===== src/rtl/cart_irq_ctrl.sv =====
// ---------------------------------------------------------------------------
// cart_irq_ctrl
// Cartridge interrupt controller. It drives the active-low nCartInt line to
// the console. It synchronises NUM_SRC asynchronous event inputs and latches
// their rising edges into pending bits. It also provides a prescaled 16-bit
// interval timer whose expiry sets pending[7]. nCartInt is asserted (low)
// while any enabled bit is pending. The I/O decoder writes registers through
// one-cycle strobes, and ReadData returns register RegAddr combinationally.
//
// Ports
//   SClk       in   cartridge clock, all state changes on posedge
//   nReset     in   asynchronous active-low reset
//   RegWrite   in   one-cycle register write strobe
//   RegAddr    in   [2:0] local register index
//   WriteData  in   [7:0] write data, valid with RegWrite
//   ReadData   out  [7:0] combinational read of register RegAddr
//   SrcEvent   in   [NUM_SRC-1:0] asynchronous level event inputs
//   nCartInt   out  registered active-low interrupt
//   TimerRun   out  timer currently counting
//
// Register map
//   0 ENABLE     [NUM_SRC-1:0] source enables, [7] timer enable
//   1 PENDING    read pending, write 1 to clear (a new event wins over a clear)
//   2 RELOAD_LO  3 RELOAD_HI
//   4 TCTRL      [0] run, [1] repeat
//   5 COUNT_LO   6 COUNT_HI (read only)
//   7 reads 0
// ---------------------------------------------------------------------------
module cart_irq_ctrl #(
  parameter int NUM_SRC     = 4,
  parameter int SYNC_STAGES = 2,
  parameter int PRESCALE    = 384
) (
  input  logic               SClk,
  input  logic               nReset,
  input  logic               RegWrite,
  input  logic [2:0]         RegAddr,
  input  logic [7:0]         WriteData,
  output logic [7:0]         ReadData,
  input  logic [NUM_SRC-1:0] SrcEvent,
  output logic               nCartInt,
  output logic               TimerRun
);

  localparam int PW = (PRESCALE > 1) ? $clog2(PRESCALE) : 1;
  localparam logic [PW-1:0] PRESC_MAX = PW'(PRESCALE - 1);

  // Only the implemented source bits and the timer bit exist, so every other
  // bit of ENABLE and PENDING reads 0.
  localparam logic [7:0] SRC_MASK  = 8'((9'd1 << NUM_SRC) - 9'd1);
  localparam logic [7:0] IMPL_MASK = SRC_MASK | 8'h80;

  logic [SYNC_STAGES-1:0][NUM_SRC-1:0] sync_q, sync_d;
  logic [NUM_SRC-1:0] prev_q, prev_d;
  logic [7:0]         enable_q, enable_d;
  logic [7:0]         pending_q, pending_d;
  logic [15:0]        reload_q, reload_d;
  logic [15:0]        count_q, count_d;
  logic [PW-1:0]      presc_q, presc_d;
  logic               run_q, run_d;
  logic               rpt_q, rpt_d;
  logic               nint_q, nint_d;

  logic [NUM_SRC-1:0] src_evt;
  logic               timer_hit;
  logic               wr_enable, wr_pending, wr_rld_lo, wr_rld_hi, wr_tctrl;

  assign wr_enable  = RegWrite && (RegAddr == 3'd0);
  assign wr_pending = RegWrite && (RegAddr == 3'd1);
  assign wr_rld_lo  = RegWrite && (RegAddr == 3'd2);
  assign wr_rld_hi  = RegWrite && (RegAddr == 3'd3);
  assign wr_tctrl   = RegWrite && (RegAddr == 3'd4);

  // Synchroniser chain plus one delay flop. A source held high across reset
  // release therefore produces exactly one rising edge once the chain fills.
  always_comb begin
    sync_d  = {sync_q[SYNC_STAGES-2:0], SrcEvent};
    prev_d  = sync_q[SYNC_STAGES-1];
    src_evt = sync_q[SYNC_STAGES-1] & ~prev_q;
  end

  // Interval timer. The prescaler wraps every PRESCALE cycles and then
  // decrements the count. Reaching zero raises timer_hit. In repeat mode the
  // count reloads on that same edge, so the period is exactly
  // RELOAD*PRESCALE cycles. A TCTRL write overrides the free-running update.
  always_comb begin
    presc_d   = presc_q;
    count_d   = count_q;
    run_d     = run_q;
    rpt_d     = rpt_q;
    timer_hit = 1'b0;
    if (run_q) begin
      if (presc_q == PRESC_MAX) begin
        presc_d = '0;
        count_d = count_q - 16'd1;
        if (count_q == 16'd1) begin
          timer_hit = 1'b1;
          // With a zero reload there is nothing to count, so the timer stops.
          if (rpt_q && (reload_q != 16'd0)) begin
            count_d = reload_q;
          end else begin
            run_d = 1'b0;
          end
        end
      end else begin
        presc_d = presc_q + PW'(1);
      end
    end
    if (wr_tctrl) begin
      rpt_d = WriteData[1];
      if (WriteData[0] && (reload_q != 16'd0)) begin
        count_d = reload_q;
        presc_d = '0;
        run_d   = 1'b1;
      end else begin
        run_d = 1'b0;
      end
    end
  end

  // Register file. In PENDING the clear is applied first and the new events
  // are ORed in afterwards, so an event on the same cycle survives a clear.
  always_comb begin
    enable_d  = enable_q;
    reload_d  = reload_q;
    pending_d = pending_q;
    if (wr_enable) begin
      enable_d = WriteData & IMPL_MASK;
    end
    if (wr_rld_lo) begin
      reload_d[7:0] = WriteData;
    end
    if (wr_rld_hi) begin
      reload_d[15:8] = WriteData;
    end
    if (wr_pending) begin
      pending_d = pending_q & ~WriteData;
    end
    pending_d = (pending_d | 8'(src_evt) | {timer_hit, 7'b0}) & IMPL_MASK;
    nint_d    = ~|(pending_q & enable_q);
  end

  always_ff @(posedge SClk or negedge nReset) begin
    if (!nReset) begin
      sync_q    <= '0;
      prev_q    <= '0;
      enable_q  <= '0;
      pending_q <= '0;
      reload_q  <= '0;
      count_q   <= '0;
      presc_q   <= '0;
      run_q     <= 1'b0;
      rpt_q     <= 1'b0;
      nint_q    <= 1'b1;
    end else begin
      sync_q    <= sync_d;
      prev_q    <= prev_d;
      enable_q  <= enable_d;
      pending_q <= pending_d;
      reload_q  <= reload_d;
      count_q   <= count_d;
      presc_q   <= presc_d;
      run_q     <= run_d;
      rpt_q     <= rpt_d;
      nint_q    <= nint_d;
    end
  end

  always_comb begin
    ReadData = 8'h00;
    case (RegAddr)
      3'd0:    ReadData = enable_q;
      3'd1:    ReadData = pending_q;
      3'd2:    ReadData = reload_q[7:0];
      3'd3:    ReadData = reload_q[15:8];
      3'd4:    ReadData = {6'b0, rpt_q, run_q};
      3'd5:    ReadData = count_q[7:0];
      3'd6:    ReadData = count_q[15:8];
      default: ReadData = 8'h00;
    endcase
  end

  assign nCartInt = nint_q;
  assign TimerRun = run_q;

endmodule


===== config.mk =====
export PLATFORM = sky130hd
export DESIGN_NAME = cart_irq_ctrl
export DESIGN_NICKNAME = d
export VERILOG_FILES = /design/src/rtl/cart_irq_ctrl.sv
export SDC_FILE = /design/constraint.sdc
export NUM_CORES = 1
export LEC_CHECK = 0
export CORE_UTILIZATION = 55
export CTS_BUF_LIST = sky130_fd_sc_hd__clkbuf_16
export DETAILED_ROUTE_END_ITERATION = 10
export PLACE_DENSITY = 0.72
export SLEW_MARGIN = 20
export SYNTH_ARGS = -nofsm -noshare
export SYNTH_HDL_FRONTEND = slang
export SYNTH_SLANG_ARGS = --single-unit

===== constraint.sdc =====
create_clock -name SClk -period 2.9 [get_ports SClk]
set_input_delay 0.87 -clock SClk [delete_from_list [all_inputs] [get_ports SClk]]
set_output_delay 0.87 -clock SClk [all_outputs]
set_load 0.02 [all_outputs]

==> reports/summary.txt <==
CP Launch Type: input port
Total GRT Usage: 28.2%
fin util: 69.6%
Post-Route WL: 8220 um
Max FO, Critical Path: 5
switching share of power: 29.1%
clock power share: 36.5%
commonest non-fill, non-tap cell in the layout: dfrtp_1
status: complete, no violations
antenna violations before repair: 0
Syn Inst Count: 300
pwr/cell area: 733 nW/um2
internal power: 2140 uW
synthesized area per cell: 11.2 um2
Final Setup Violations: 0
final hold violations: 0
Slew Viols, Final: 0
worst setup path class: in2out
Lkg Pwr: 0.00176 uW
htree depth: 3
Vias: 2641
Max clock buf depth: 2
clk sink count: 66
arrival time worst endpoint: 1.95 ns
Yosys warning count: 0
switching power: 879 uW
Root Driver: clkbuf_16
aggregate global routing overflow: 0
Final HPWL DP: 5890 um
CTS buffer count: 9
P&R area growth vs syn: 22.7%
first-pass GRT wire length: 13200 um
die extent in x: 80.1 um
Met2 Wirelength: 3790 um
fill count: 464
Metal-1 WL: 3720 um
largest net degree at the start of global routing: 67
area of placed instances: 3840 um2
RSZ-0062 raised after global routing: false
slew margin rel.: 71.9%
nets@finish: 372
gpl congestion: 0.879
residual DRC count: 0
Final Cell Area: 4120 um2
FMAX: 0.355 GHz
most frequent cells in the layout: dfrtp_1, buf_4, nand2_1, mux2_2, nor2_1
CTS tree: done
number of cell rows: 28
Critical Path RT: 2.03 ns
die height: 80.1 um
number of global-route vias before repair: 2559
Flop pwr share: 45.0%
Worst-Margin Slew: 0.418 ns
share of layout cells above drive strength 1: 26.0%
routed wl met3: 516 um
Initial Util: 56.7%
crit path capture type: output pin
Worst VDD drop: 499 uV
Routed wire per std cell: 19.1 um
IO Pins: 28
clk_skew: 0.00515 ns
Synth Cell Area: 3360 um2
part of the Yosys area used for sequential elements: 49.2%
max-cap check violation count: 0
dominant synthesized flop cell: dfrtp_1
vias per inst: 6.16
final hold slack: 0.342 ns
async set-reset flop share out of synthesis: 100%
number of diodes: 0
core box area: 5920 um2
period utilization: 97.2%
Top Metal Used: met4
Syn Nets: 321
CTS Hold Bufs: 0
Routed Antenna Nets: 0
Yosys cell types: 60
worst hold path class: reg2reg
Post-synth EDFFs: 0
Pre-antenna DRT Iters: 5
Worst-Skew Late Latency: 0.33 ns
number of synthesized register bits: 66
Tmin final: 2.82 ns
IO buf count: 27
Comb pwr share: 18.5%
Clk pin slew, worst setup/hold paths: 0.05 ns
Initial DRC Count: 235
Die ar.: 6420 um2
[worst max-delay path, stage by stage]
cell	delay, ns
buf_2	0.10
buf_6	0.12
mux4_2	0.51
nor2_1	0.12
a21oi_1	0.06
buf_4	0.16
[state kept, by name, indices dropped and copies added, names as in the netlist]
register   cells
sync_d         4
presc_q        9
enable_q       5
TimerRun       1
rpt_q          1
reload_q      16
pending_q      5
count_q       16
prev_q         4
nCartInt       1
prev_d         4
[routing by layer]
layer / vias up / track usage (%)
met1: 1305 / 39.4
li1: 1209 / -
met3: 20 / 5.68
met5: - / 0
met2: 107 / 42.7
met4: 0 / 12.0
[power groups by stage]
| stage | sequential, uW | clock, uW | combinational (uW) |
|---|---|---|---|
| 2_1_floorplan | 1280 | 0 | 388 |
| 3_3_place_gp | 1350 | 0 | 549 |
| 3_5_place_dp | 1360 | 0 | 569 |
| 4_1_cts | 1350 | 1110 | 563 |
| 5_1_grt | 1370 | 1150 | 619 |
| 6_report | 1360 | 1100 | 559 |
[area by class of cell]
type | count | area, um2 | share of cell area [%]
clock inverters | 5 | 72.6 | 1.76
clock buffers | 9 | 225 | 5.46
flip-flops and latches | 66 | 1650 | 40.1
repair buffers | 53 | 428 | 10.4
inverters | 8 | 30.0 | 0.729
multi-input cells | 213 | 1620 | 39.3
well taps | 75 | 93.8 | 2.28
[synthesized netlist by cell type (3+ instances only)]
library cell,instances,area [um2]
a221o_1,4,40.0
nor3b_1,3,22.5
o21ai_1,5,25.0
a22o_1,7,61.3
ha_1,3,37.5
and3_1,3,18.8
xor2_1,11,96.3
o21ai_0,14,70.1
nand2_1,24,90.1
a21oi_1,15,75.1
nor2b_1,4,25.0
nand3b_1,3,22.5
buf_2,3,15.0
mux2i_1,5,50.1
nor3_1,6,30.0
nand4_1,6,37.5
mux4_2,4,90.1
dfrtp_1,65,1630
inv_1,8,30.0
a22oi_1,4,30.0
nor2_1,18,67.6
mux2_2,22,248
nor4_1,6,37.5
xnor2_1,4,35.0
clkbuf_1,6,22.5
[final timing paths]
kind                                      start               endpoint  slack, ns  cells past startpoint
setup / recovery                     RegAddr[0]            ReadData[3]       0.08                      6
hold / removal              sync_d[6]$_DFF_PN0_    prev_d[2]$_DFF_PN0_       0.34                      0
hold reg to reg             sync_d[6]$_DFF_PN0_    prev_d[2]$_DFF_PN0_       0.34                      0
setup reg to reg           count_q[7]$_DFF_PN0_   count_q[2]$_DFF_PN0_       0.62                      6
max in group asynchronous                nReset     nCartInt$_DFF_PN1_       2.02                      2
min in group asynchronous                nReset  count_q[10]$_DFF_PN0_       0.54                      2
[per-stage QoR]
step           setup WS (ns)  instances  setup TNS, ns  power, uW
3_3_place_gp          -0.731        412          -5.81       1900
6_report              0.0812        429              0       3020
2_1_floorplan        0.00655        300              0       1660
5_1_grt               0.0168        429              0       3140
3_5_place_dp          -0.765        412          -5.98       1930
4_1_cts               0.0214        429              0       3020
[cell families after synthesis]
kind of cell    synth area share, %
fa+ha+maj                      1.12
mux                            13.1
buf+inv                        2.79
xor+xnor                       3.91
compound gates                 12.2
flops                          49.2
simple gates                   17.7
[what timing repair did]
item | in CTS | in global routing
buffers inserted | 2 | 0
pin swaps | 2 | 0
cloned | 1 | 0
endpoints found under the setup margin | 8 | 6
gates resized for setup | 47 | 2
hold endpoints to repair | 0 | 0
No activity file was read; power rests on OpenSTA's default activity.
